$ cat src/rtl/uart_tx_sched.sv
// rtl/uart_tx_sched.sv - round-robin scheduler sharing one UART TX FIFO write port between byte-stream requesters
// A granted requester owns the port for a whole message; an optional tag byte precedes each message.
module uart_tx_sched #(
  parameter int          NREQ     = 4,
  parameter int          TAG_EN   = 1,
  parameter logic [7:0]  TAG_BASE = 8'hF0,
  parameter int          TIMEOUT  = 255
) (
  input  logic              PCLK,
  input  logic              PRESET,
  input  logic [NREQ-1:0]   req_valid,
  input  logic [8*NREQ-1:0] req_data,
  input  logic [NREQ-1:0]   req_last,
  output logic [NREQ-1:0]   req_ready,
  output logic [7:0]        fifo_wdata,
  output logic              fifo_wr,
  input  logic              fifo_full,
  output logic [NREQ-1:0]   grant,
  output logic              busy,
  output logic              abort
);

  localparam int IW = $clog2(NREQ);
  localparam int CW = (TIMEOUT > 0) ? $clog2(TIMEOUT + 1) : 1;
  localparam logic [CW-1:0] TO_VAL = CW'(TIMEOUT);

  typedef enum logic [1:0] {S_IDLE, S_TAG, S_DATA} state_t;

  state_t        state_q, state_d;
  logic [IW-1:0] gidx_q, gidx_d;
  logic [IW-1:0] rr_ptr_q, rr_ptr_d;
  logic [CW-1:0] idle_cnt_q, idle_cnt_d;
  logic          abort_q, abort_d;

  logic          pick_valid;
  logic [IW-1:0] pick_idx;
  logic [IW-1:0] cand;
  logic          cur_valid;
  logic          cur_last;

  // Scan downward so the candidate closest to rr_ptr is the one left standing.
  always_comb begin
    pick_valid = 1'b0;
    pick_idx   = '0;
    cand       = '0;
    for (int k = NREQ - 1; k >= 0; k--) begin
      cand = IW'((int'(rr_ptr_q) + k) % NREQ);
      if (req_valid[cand]) begin
        pick_valid = 1'b1;
        pick_idx   = cand;
      end
    end
  end

  assign cur_valid = req_valid[gidx_q];
  assign cur_last  = req_last[gidx_q];

  always_comb begin
    state_d    = state_q;
    gidx_d     = gidx_q;
    rr_ptr_d   = rr_ptr_q;
    idle_cnt_d = idle_cnt_q;
    abort_d    = 1'b0;
    fifo_wr    = 1'b0;
    fifo_wdata = 8'h00;
    req_ready  = '0;
    case (state_q)
      S_IDLE: begin
        idle_cnt_d = '0;
        if (pick_valid) begin
          gidx_d   = pick_idx;
          rr_ptr_d = IW'((int'(pick_idx) + 1) % NREQ);
          state_d  = (TAG_EN != 0) ? S_TAG : S_DATA;
        end
      end
      S_TAG: begin
        fifo_wdata = TAG_BASE + 8'(gidx_q);
        fifo_wr    = ~fifo_full;
        if (!fifo_full) state_d = S_DATA;
      end
      S_DATA: begin
        fifo_wdata        = req_data[{gidx_q, 3'b000} +: 8];
        fifo_wr           = cur_valid & ~fifo_full;
        req_ready[gidx_q] = cur_valid & ~fifo_full;
        if (cur_valid && !fifo_full && cur_last) state_d = S_IDLE;
        // A stalled-but-valid owner is not idle: backpressure never times out.
        if (TIMEOUT != 0) begin
          if (cur_valid) begin
            idle_cnt_d = '0;
          end else if (idle_cnt_q == TO_VAL) begin
            state_d = S_IDLE;
            abort_d = 1'b1;
          end else begin
            idle_cnt_d = idle_cnt_q + 1'b1;
          end
        end
      end
      default: state_d = S_IDLE;
    endcase
  end

  always_ff @(posedge PCLK or posedge PRESET) begin
    if (PRESET) begin
      state_q    <= S_IDLE;
      gidx_q     <= '0;
      rr_ptr_q   <= '0;
      idle_cnt_q <= '0;
      abort_q    <= 1'b0;
    end else begin
      state_q    <= state_d;
      gidx_q     <= gidx_d;
      rr_ptr_q   <= rr_ptr_d;
      idle_cnt_q <= idle_cnt_d;
      abort_q    <= abort_d;
    end
  end

  always_comb begin
    grant = '0;
    if (state_q != S_IDLE) grant[gidx_q] = 1'b1;
  end

  assign busy  = (state_q != S_IDLE);
  assign abort = abort_q;

endmodule

$ cat config.mk
export PLATFORM = sky130hd
export DESIGN_NAME = uart_tx_sched
export DESIGN_NICKNAME = d
export VERILOG_FILES = /design/src/rtl/uart_tx_sched.sv
export SDC_FILE = /design/constraint.sdc
export NUM_CORES = 1
export LEC_CHECK = 0
export CORE_UTILIZATION = 33
export DETAILED_ROUTE_END_ITERATION = 6
export PLACE_DENSITY = 0.67
export SETUP_SLACK_MARGIN = 0.4
export SYNTH_ARGS = -nofsm -noshare
export SYNTH_HDL_FRONTEND = slang
export SYNTH_SLANG_ARGS = --single-unit
$ cat constraint.sdc
create_clock -name PCLK -period 2.15 [get_ports PCLK]
set_clock_uncertainty 0.2 [all_clocks]
set_input_delay 0.215 -clock PCLK [delete_from_list [all_inputs] [get_ports PCLK]]
set_output_delay 0.215 -clock PCLK [all_outputs]
set_load 0.05 [all_outputs]
Word-level counts from Yosys, hierarchy flattened
Cells that the tools add are included.
{"block": "word_totals", "regBits": 15}
{"block": "op_classes", "addsub": 6, "n_lt_le_gt_ge": 6, "n_eq_ne": 6, "shifts": 1, "n_mux": 38, "bitwise_logic": 3, "n_reduce_logical": 10}
{"cell": "8-bit case mux with 2 select lines", "count": 2}
{"cell": "32-bit by 6-bit variable part select with 8-bit output", "count": 1}
{"cell": "2-bit 2-to-1 mux", "count": 9}
{"cell": "8-bit 2-to-1 mux", "count": 2}
{"cell": "2-bit by 3-bit < comparator with 1-bit output, second input constant", "count": 5}
{"cell": "1-bit 2-to-1 mux", "count": 14}
{"cell": "1-bit binary-select mux with 2-bit select", "count": 6}
{"cell": "8-bit by 1-bit adder with 8-bit output, second input constant", "count": 1}
{"cell": "8-bit equality test, second input constant", "count": 1}
{"cell": "4-bit 2-to-1 mux", "count": 2}
{"cell": "5-bit by 3-bit adder with 6-bit output, first input constant", "count": 1}
{"cell": "2-bit case mux with 3 select lines", "count": 1}
{"cell": "2-bit AND reduction", "count": 3}
{"cell": "2-bit by 1-bit adder with 2-bit output, second input constant", "count": 2}
{"cell": "2-bit adder, second input constant", "count": 2}
{"cell": "4-bit AND", "count": 1}
{"cell": "2-bit inequality test, second input constant", "count": 2}
{"cell": "2-bit nonzero test", "count": 2}
{"cell": "1-bit logical AND", "count": 3}
{"cell": "3-bit inequality test, second input constant", "count": 1}
{"cell": "1-bit demux with 2-bit select", "count": 1}
{"cell": "2-bit by 1-bit equality test with 1-bit output, second input constant", "count": 1}
{"cell": "2-bit equality test, second input constant", "count": 1}
{"cell": "2-bit by 1-bit greater-or-equal comparator with 1-bit output, second input constant", "count": 1}
{"cell": "5 further kinds", "count": 5}

Depth between registers and ports, before layout
{"block": "depth", "word_depth": 9, "mapped_depth": 7}

Worst setup path before layout
Ideal clock, no wire load.
{"block": "synth_path", "path_type": "register -> output", "from": "register gidx_q[0]", "to": "output req_ready[0]", "arrival_ps": 2310, "t_required_ps": 1735, "setup_slack_ps": -575, "stages_incl_launch_ff": 6, "n_path_buf": 1, "cell_sequence": "dfrtp_1 > buf_6 > mux4_2 > nand2_1 > or2_2 > nor3_1"}
{"block": "synth_via", "elab_chain_cells": 6, "elab_cells_between_ends": 10, "classes_between": "2 x order compare; 5 x mux; 2 x bitwise; 1 x reduce/logical"}
{"element": "start, declared", "line_no": "30", "source": "logic [IW-1:0] gidx_q, gidx_d;"}
{"element": "start signal, assigned", "line_no": "111", "source": "gidx_q <= gidx_d;"}
{"element": "2-bit by 3-bit < comparator with 1-bit output (not written as such) / 2-bit by 1-bit greater-or-equal comparator with 1-bit output (equally long branches)", "line_no": "84", "source": "req_ready[gidx_q] = cur_valid & ~fifo_full;"}
{"element": "1-bit logical AND (not written as such)", "line_no": "84"}
{"element": "1-bit 2-to-1 mux (not written as such)", "line_no": "84"}
{"element": "1-bit demux with 2-bit select", "line_no": "84"}
{"element": "4-bit AND (no source line) (*)"}
{"element": "4-bit 2-to-1 mux (*)", "line_no": "67", "source": "case (state_q)"}
{"element": "end, declared", "line_no": "14", "source": "output logic [NREQ-1:0] req_ready,"}
Every way passes the cells marked *; elsewhere a longest branch is shown, timed or not. The select of a mux whose other input is x is not followed.

Final worst setup path
{"block": "layout_path", "from": "register gidx_q[0]", "to": "register idle_cnt_q[7]"}
{"block": "layout_via", "elab_chain_cells": 4, "elab_cells_between_ends": 6, "classes_between": "1 x eq/ne; 4 x mux; 1 x reduce/logical"}
{"element": "1-bit binary-select mux with 2-bit select (*)", "line_no": "55", "source": "assign cur_valid = req_valid[gidx_q];"}
{"element": "1-bit 2-to-1 mux (not written as such) (*)", "line_no": "55"}
{"element": "8-bit 2-to-1 mux / 3-bit inequality test (equally long branches)"}
{"element": "8-bit case mux with 2 select lines / 2-bit AND reduction (equally long branches)"}
{"element": "end signal, assigned", "line_no": "113", "source": "idle_cnt_q <= idle_cnt_d;"}
{"element": "end, declared", "line_no": "32", "source": "logic [CW-1:0] idle_cnt_q, idle_cnt_d;"}
Marks and branches as above.
A chain may end at the register's enable or synchronous reset.

==> impl_metrics.yaml <==
critical_path:
  worstPathArrival_ps: 2200
  max_stage_delay_ps: 570
  crit_required_ps: 2100
  path_cells: "mux4_2, buf_4, buf_6, nand2b_4, nor2_4, nor4_1, o32ai_1"
  cpMaxStageDelayCell: "mux4_2"
  path_buf_inv: 2
  crit_family: "multiplexers"
  path_class: "flip-flop to flip-flop"
  worst-path-max-fanout: 5
  critPathLaunch: "gidx_q[0]"
  r2r-start: "gidx_q[0]"
  start_kind: "flip-flop"
  endpoint_kind: "flip-flop"
synth:
  netlist_instances: 144
  yosys.area.top_type: "dfrtp_1"
  ys_ff_latch: 15
  synth_most_common_cell: "dfrtp_1"
  synth_commonest_cells: "15 x dfrtp_1, 14 x a21oi_1, 14 x nand2_1, 14 x nor2_1, 10 x mux4_2"
  synth_edf_count: 0
  yosysUniqueCellTypes: 41
  yosysWarnings: 0
  synthTopCellsByArea: "dfrtp_1 29%, mux4_2 17%, a21oi_1 5.4%, nand2_1 4.0%, nor2_1 4.0%"
  synth_area_mm2: 0.00131
  synth_nets: 191
  synth_area_per_cell_um2: 9.09
  yosys_most_used_dff: "dfrtp_1"
  synth_async_sr_flop_share_pct: 100
  synth_top_area_share_pct: 28.7
  ys_seq_area_share_pct: 28.7
grt:
  grt_pass1_vias: 1476
  antenna_found_initial: 0
  grt_pass1_wl_mm: 7.01
  grt_max_degree: 17
  grt_usage_pct: 21.5
  grt.overflow.total: 0
layout:
  nets: 282
  syn2layout_area_growth_pct: 102
  drive_gt1_share_pct: 47.4
  finalInstanceArea_mm2: 0.00264
  fillers: 271
  n_antenna_cell: 0
  post-route-util_pct: 70.5
floorplan:
  fp.coreArea_mm2: 0.00374
  die-area_mm2: 0.00422
  io_pins: 62
  rows: 22
  initial_core_util_pct: 35.0
  die_h_um: 65.0
  die_x_um: 65.0
power:
  p_total_mw: 3.72
  cellLeakagePower_nw: 1.07
  power_density_mw_per_mm2: 1410
  vdd_drop_max_v: 0.000979
cts:
  tritoncts: "yes"
  clock-sinks: 15
  clk_path_buf_depth: 2
  cts.clk_slew.worst_paths_ps: 70
  cts_hold_buf: 0
  htree_levels: 1
  clk_latency_ps: 250
  cts-root-buf: "clkbuf_8"
  cts-buffers-inserted: 3
timing:
  grt_setup_unrepaired: "yes"
  setup_ws_ps: -99.2
  timing.hold.ws_ps: 127
  finalSetupViolCount: 7
  hold_viol: 0
  fmax_mhz: 445
  fin_crit_ps: 2250
  post-route-period-util_pct: 105
  tightest_slew_ps: 604
  slew_violations: 0
  slew_headroom_pct: 59.7
routing:
  viasPerCell: 5.40
  wire_per_inst_um: 16.5
  dr.first_iter.drc_count: 55
  ant_nets: 0
  finalWirelength_mm: 4.65
  drtPass1Iterations: 5
  drc: 0
  vias: 1522
outcome:
  outcome: "finished with violations"
  violations: "negative setup slack"
placed_design:
  io_buffers: 61
  placed_cell_area_mm2: 0.00221
  hpwl_mm: 3.30
  place_congestion: 0.805
job:
  maxCapViolCount: 0
min_path:
  min_path_type: "input port to async pin"
## cells in the final DEF (no fill, tap or decap), drive strengths merged, types with 2 or more instances in the layout
cell,instances
dlygate4sd2,2
a22oi,2
mux4,10
and3,2
buf,49
clkbuf,3
dlymetal6s2s,3
inv,8
or2,2
dfrtp,15
nand3,3
ha,4
nor2,15
nor4,2
nand2,14
nand2b,5
or3,3
nor3,7
a21oi,14
o21ai,8
nor2b,7
clkdlybuf4s50,38
## per-stage QoR
| stage | setup WS (ps) | TNS [ps] | cells |
|---|---|---|---|
| 5_1_grt | -192 | -1050 | 282 |
| 3_5_place_dp | -57.3 | -122 | 258 |
| 6_report | -99.2 | -298 | 282 |
| 4_1_cts | -53.0 | -257 | 276 |
| 2_1_floorplan | 39.2 | 0 | 144 |
| 3_3_place_gp | -7.58 | -7.58 | 258 |
## final timing paths
| check | end | slack (ps) | cells after the start |
|---|---|---|---|
| setup / recovery | idle_cnt_q[7] | -100 | 7 |
| hold / removal | idle_cnt_q[2] | 130 | 2 |
| setup reg to reg | idle_cnt_q[7] | -100 | 7 |
| hold reg to reg | idle_cnt_q[0] | 320 | 1 |
| max in group asynchronous | state_q[0] | 1180 | 2 |
| min in group PCLK | idle_cnt_q[0] | 320 | 1 |
## timing repair
action,4_1_cts,5_1_grt
pin swaps,13,8
setup endpoints to repair,30,30
resized for setup,38,28
setup buffers,14,6
## logic make-up (layout without fill, tap and decap cells)
family	count (synthesis)	count (layout)	share of synthesized area, %
adders and majority gates	4	4	3.82
xor gates and xnor gates	2	2	1.34
AOI/OAI and AO/OA	35	35	17.8
muxes	12	12	18.8
and+or+nand+nor	61	61	24.5
DFF	15	15	28.7
buffers and inverters	15	105	5.07
## flip-flops by register name, indices dropped and copies added (netlist names)
register    cells
idle_cnt_q      8
rr_ptr_q        2
state_q         2
abort           1
gidx_q          2
## power by group
group          internal (mW)  leakage [nW]  switching, mW
Combinational           1.49         0.850           1.55
Sequential             0.355         0.194         0.0848
Clock                  0.128        0.0255          0.106
Total                   1.97          1.07           1.74
## layer usage
metal  part of all wire, %  track usage, %
met5                     0               0
met4                   1.9            4.17
met3                   3.8            3.52
met2                    55            38.8
met1                    40            26.5
## cell type report
| class | instances | area (um2) | share of cell area, % |
|---|---|---|---|
| multi-input combinational | 114 | 1140 | 43.1 |
| clock buffer | 3 | 41.3 | 1.56 |
| timing repair buffer | 92 | 976 | 37.0 |
| clock inverter | 1 | 5.00 | 0.190 |
| inverter | 9 | 40.0 | 1.52 |
| sequential | 15 | 379 | 14.4 |
| tap | 48 | 60.1 | 2.28 |
(Power assumes the default switching activity.)
